==> src/rtl/mem_wb_stage.sv <==
// Memory stage plus MEM/WB register: issues req/ack data-memory accesses, stalls upstream, retires to wb_*.
// Optional WAIT timeout (mem_err, wb_data=0xDEAD) is compiled in when MEM_WB_TIMEOUT_EN is defined.
module mem_wb_stage #(
  parameter int DATA_W  = 16,
  parameter int REG_W   = 4,
  parameter int TIMEOUT = 255
) (
  input  logic              clk,
  input  logic              rst_n,
  input  logic              ex_valid,
  input  logic              ex_mem_read,
  input  logic              ex_mem_write,
  input  logic              ex_reg_write,
  input  logic              ex_halt,
  input  logic [REG_W-1:0]  ex_wr_reg,
  input  logic [DATA_W-1:0] ex_alu_result,
  input  logic [DATA_W-1:0] ex_store_data,
  input  logic [DATA_W-1:0] ex_pc,
  output logic              mem_stall,
  output logic              dmem_req,
  output logic              dmem_we,
  output logic [DATA_W-1:0] dmem_addr,
  output logic [DATA_W-1:0] dmem_wdata,
  input  logic              dmem_ack,
  input  logic [DATA_W-1:0] dmem_rdata,
  output logic              wb_valid,
  output logic              wb_reg_write,
  output logic              wb_halt,
  output logic [REG_W-1:0]  wb_wr_reg,
  output logic [DATA_W-1:0] wb_data,
  output logic [DATA_W-1:0] wb_pc,
  output logic [DATA_W-1:0] wb_mem_addr,
  output logic              hlt,
  output logic [15:0]       stall_cycles,
  output logic              mem_err,
  output logic [1:0]        dbg_state
);

  typedef enum logic [1:0] {IDLE = 2'd0, WAIT = 2'd1, HALTED = 2'd2} state_t;

  state_t             state;
  logic               h_reg_write;
  logic [REG_W-1:0]   h_wr_reg;
  logic [DATA_W-1:0]  h_pc;
  logic               is_mem;
  logic               accept_mem;
  logic               timeout_hit;

  // A halt wins over any memory bits it carries, so it never opens an access.
  assign is_mem     = ex_valid & ~ex_halt & (ex_mem_read | ex_mem_write);
  assign accept_mem = (state == IDLE) & is_mem;
  assign dbg_state  = state;

`ifdef MEM_WB_TIMEOUT_EN
  localparam logic [7:0] TMO_LAST = 8'(TIMEOUT - 1);
  logic [7:0] tmo_cnt;
  logic       err_q;
  assign timeout_hit = (state == WAIT) & ~dmem_ack & (tmo_cnt == TMO_LAST);
  assign mem_err     = err_q;
`else
  assign timeout_hit = 1'b0;
  assign mem_err     = 1'b0;
`endif

  // The timeout cycle releases the stall so upstream drops the failed op instead of re-issuing it.
  assign mem_stall = accept_mem
                   | ((state == WAIT) & ~dmem_ack & ~timeout_hit)
                   | (state == HALTED);

  always_ff @(posedge clk) begin
    if (!rst_n) begin
      state        <= IDLE;
      dmem_req     <= 1'b0;
      dmem_we      <= 1'b0;
      dmem_addr    <= '0;
      dmem_wdata   <= '0;
      h_reg_write  <= 1'b0;
      h_wr_reg     <= '0;
      h_pc         <= '0;
      wb_valid     <= 1'b0;
      wb_reg_write <= 1'b0;
      wb_halt      <= 1'b0;
      wb_wr_reg    <= '0;
      wb_data      <= '0;
      wb_pc        <= '0;
      wb_mem_addr  <= '0;
      hlt          <= 1'b0;
      stall_cycles <= '0;
`ifdef MEM_WB_TIMEOUT_EN
      tmo_cnt      <= '0;
      err_q        <= 1'b0;
`endif
    end else begin
      if (mem_stall && stall_cycles != 16'hFFFF) stall_cycles <= stall_cycles + 16'd1;
      wb_valid     <= 1'b0;
      wb_reg_write <= 1'b0;
      wb_halt      <= 1'b0;
      case (state)
        IDLE: begin
          if (ex_valid && ex_halt) begin
            wb_valid    <= 1'b1;
            wb_halt     <= 1'b1;
            wb_wr_reg   <= ex_wr_reg;
            wb_data     <= ex_alu_result;
            wb_pc       <= ex_pc;
            wb_mem_addr <= '0;
            hlt         <= 1'b1;
            state       <= HALTED;
          end else if (is_mem) begin
            dmem_req    <= 1'b1;
            dmem_we     <= ex_mem_write & ~ex_mem_read;
            dmem_addr   <= ex_alu_result;
            dmem_wdata  <= ex_store_data;
            h_reg_write <= ex_reg_write;
            h_wr_reg    <= ex_wr_reg;
            h_pc        <= ex_pc;
`ifdef MEM_WB_TIMEOUT_EN
            tmo_cnt     <= '0;
`endif
            state       <= WAIT;
          end else if (ex_valid) begin
            wb_valid     <= 1'b1;
            wb_reg_write <= ex_reg_write;
            wb_wr_reg    <= ex_wr_reg;
            wb_data      <= ex_alu_result;
            wb_pc        <= ex_pc;
            wb_mem_addr  <= '0;
          end
        end
        WAIT: begin
          if (dmem_ack) begin
            dmem_req     <= 1'b0;
            wb_valid     <= 1'b1;
            wb_reg_write <= h_reg_write & ~dmem_we;
            wb_wr_reg    <= h_wr_reg;
            wb_data      <= dmem_we ? dmem_addr : dmem_rdata;
            wb_pc        <= h_pc;
            wb_mem_addr  <= dmem_addr;
            state        <= IDLE;
          end
`ifdef MEM_WB_TIMEOUT_EN
          else if (timeout_hit) begin
            err_q       <= 1'b1;
            dmem_req    <= 1'b0;
            wb_valid    <= 1'b1;
            wb_wr_reg   <= h_wr_reg;
            wb_data     <= DATA_W'(16'hDEAD);
            wb_pc       <= h_pc;
            wb_mem_addr <= dmem_addr;
            state       <= IDLE;
          end else begin
            tmo_cnt <= tmo_cnt + 8'd1;
          end
`endif
        end
        HALTED: state <= HALTED;
        default: state <= IDLE;
      endcase
    end
  end

endmodule

==> config.mk <==
export PLATFORM = sky130hd
export DESIGN_NAME = mem_wb_stage
export DESIGN_NICKNAME = d
export VERILOG_FILES = /design/src/rtl/mem_wb_stage.sv
export SDC_FILE = /design/constraint.sdc
export NUM_CORES = 1
export LEC_CHECK = 0
export CORE_ASPECT_RATIO = 1.4
export CORE_UTILIZATION = 45
export CTS_BUF_LIST = sky130_fd_sc_hd__clkbuf_16
export DETAILED_ROUTE_END_ITERATION = 7
export HOLD_SLACK_MARGIN = 0.03
export PLACE_DENSITY = 0.8
export SETUP_SLACK_MARGIN = 0.05
export SYNTH_ARGS = -nofsm -noshare
export SYNTH_HDL_FRONTEND = slang
export SYNTH_SLANG_ARGS = --single-unit
==> constraint.sdc <==
create_clock -name clk -period 2.1 [get_ports clk]
set_input_delay 0.42 -clock clk [delete_from_list [all_inputs] [get_ports clk]]
set_output_delay 0.42 -clock clk [all_outputs]
set_load 0.02 [all_outputs]
==> impl_metrics.tcl <==
set metrics [dict create \
    wl_mm 16.4 \
    synth_largest_area_cell "dfxtp_1" \
    synth_edf_count 0 \
    portBuffers 184 \
    die_area_um2 12200 \
    synth_area_um2 5270 \
    status "complete, no violations" \
    cp.required_ns 1.68 \
    stdcell_count 1006 \
    ys_seq_elements 129 \
    route.vias.total 5477 \
    rsz0062_at_grt "false" \
    grt_max_degree 71 \
    dp_cells 974 \
    hold_viol 0 \
    maxSlewViolCount 0 \
    grt_overflow_total 0 \
    diodes 0 \
    layout-drive-gt1-share 0.0963 \
    clk_latency_ns 0.41 \
    drt-pass1-iter-count 5 \
    cts_max_level 4 \
    grt_pass1_vias 5310 \
    placementRows 46 \
    period_minus_slack_ns 2.00 \
    grt_pass1_wl_mm 25.5 \
    cts_made_buffers 17 \
    die_w_um 93.5 \
    synth_common_cells "207 x nand2_1, 129 x dfxtp_1, 95 x a21oi_1" \
    synth-seq-area-share 0.490 \
    yosys_most_used_dff "dfxtp_1" \
    yosysWarnings 0 \
    total_power_uw 6840 \
    ys_types 41 \
    synth_fp_nets 740 \
    critical_path_arrival_ns 1.58 \
    vias_per_cell 5.44 \
    crit_path_start_kind "input pin" \
    worstSetupPathType "in -> out" \
    wire_per_inst_um 16.3 \
    cts_setup_buffers 0 \
    period_share 0.954 \
    leakage_uw 0.00287 \
    hpwl_mm 11.1 \
    start_util 0.463 \
    root_buffer "clkbuf_16" \
    netlist_instances 663 \
    skew_ns 0.00705 \
    grt_use_total 0.268 \
    holdCritPathClass "reg -> reg" \
    synth_most_common_cell "nand2_1" \
    drt_iter0_drc 227 \
    cap_violations 0 \
    cts.path.max_buffers 2 \
    drtAntennaViolNets 0 \
    drc 0 \
    core_um2 11400 \
    num-nets-final 926 \
    place_congestion 0.844 \
    synthArstFlopShare 0 \
    num-fill-cells 849 \
    fin_worst_hold_slack_ns 0.448 \
    synth.area.top_cells "dfxtp_1 49%, nand2_1 15%, a21oi_1 9.0%" \
    postCtsHoldBufs 0 \
    setup_viol 0 \
    ioPinCount 186 \
    p_per_area_nw_per_um2 840 \
    max_freq_ghz 0.499 \
    post-synth-top-area-fraction 0.490 \
    ir_drop_v 0.000624 \
    crit_path_end_kind "primary output" \
    worstPathMaxFanout 2 \
    syn_area_per_cell_um2 7.95 \
    antenna_found_initial 0 \
    tritoncts "yes" \
    area_growth_pct 54.5 \
    clkTransAtPathRegs_ns 0.06 \
    dieHeight_um 130 \
    setup_tns_ns 0 \
    cts_sinks 129 \
]
power by group:
| part | switching [µW] | internal, µW | leakage [µW] | total [µW] |
|---|---|---|---|---|
| Combinational | 524 | 483 | 0.00151 | 1010 |
| Sequential | 74.3 | 2570 | 0.00105 | 2640 |
| Clock | 1090 | 2100 | 0.000316 | 3190 |
through the flow:
step | util | area, µm² | worst slack (ns)
after floorplan | - | 5270 | 0.0865
after global placement | 0.655 | 7460 | -0.559
after detailed placement | 0.655 | 7460 | -0.556
after CTS | 0.712 | 8120 | 0.0805
after global routing | 0.715 | 8150 | 0.0429
final | 0.715 | 8150 | 0.0976
routing by layer:
metal / wire, µm / share of wire / vias up / track usage
met1: 6120 / 0.37 / 2569 / 0.297
met3: 1040 / 0.063 / 50 / 0.0559
met2: 8580 / 0.52 / 213 / 0.476
met4: 611 / 0.037 / 0 / 0.152
met5: 0 / 0 / - / 0
li1: - / - / 2645 / -
cell families (layout without fill, tap and decap cells):
logic type      after synthesis  after routing  synth area share
mux                          20             20            0.0380
fa+ha+maj                     1              1           0.00237
simple gates                298            298             0.239
compound gates              150            150             0.175
xor+xnor                      6              6           0.00997
flops                       129            129             0.490
other cells                   1              1          0.000711
buf+inv                      58            257            0.0453
final cells by class:
| class | instances | area [µm²] | share of cell area |
|---|---|---|---|
| timing repair buffer | 218 | 2210 | 0.271 |
| clock buffer | 17 | 425 | 0.0522 |
| tap | 144 | 180 | 0.0221 |
| multi-input combinational | 476 | 2500 | 0.307 |
| inverter | 7 | 27.5 | 0.00338 |
| sequential | 129 | 2580 | 0.317 |
| clock inverter | 15 | 215 | 0.0264 |
critical path: stages:
cell             delay (ns)
clkdlybuf4s50_1        0.50
nor2_2                 0.07
or3b_4                 0.39
nand2_2                0.09
buf_6                  0.11
cell usage in the layout (no fill, tap or decap), types with 8 or more instances in the layout:
master and n:
buf_4 24, a311oi_1 20, buf_12 8, clkdlybuf4s50_1 180, clkbuf_16 17, nor2_1 32, o211ai_1 17, mux2i_1 20
a21oi_1 93, nand3_1 21, nand2_1 206, dfxtp_1 127
path summary, 6_finish.rpt:
check / end / cells after the start / slack [ns] / start
min reg2reg: wb_mem_addr[10] / 2 / 0.45 / wb_mem_addr[10]
max: mem_stall / 5 / 0.1 / ex_mem_write
max reg2reg: stall_cycles[10] / 6 / 0.18 / stall_cycles[1]
min: wb_mem_addr[10] / 2 / 0.45 / wb_mem_addr[10]
repair_timing:
item,in CTS,in global routing
endpoints found under the setup margin,11,10
pin swaps,1,2
gates resized for setup,12,10
Note: power is estimated with default switching activity, not from simulation.
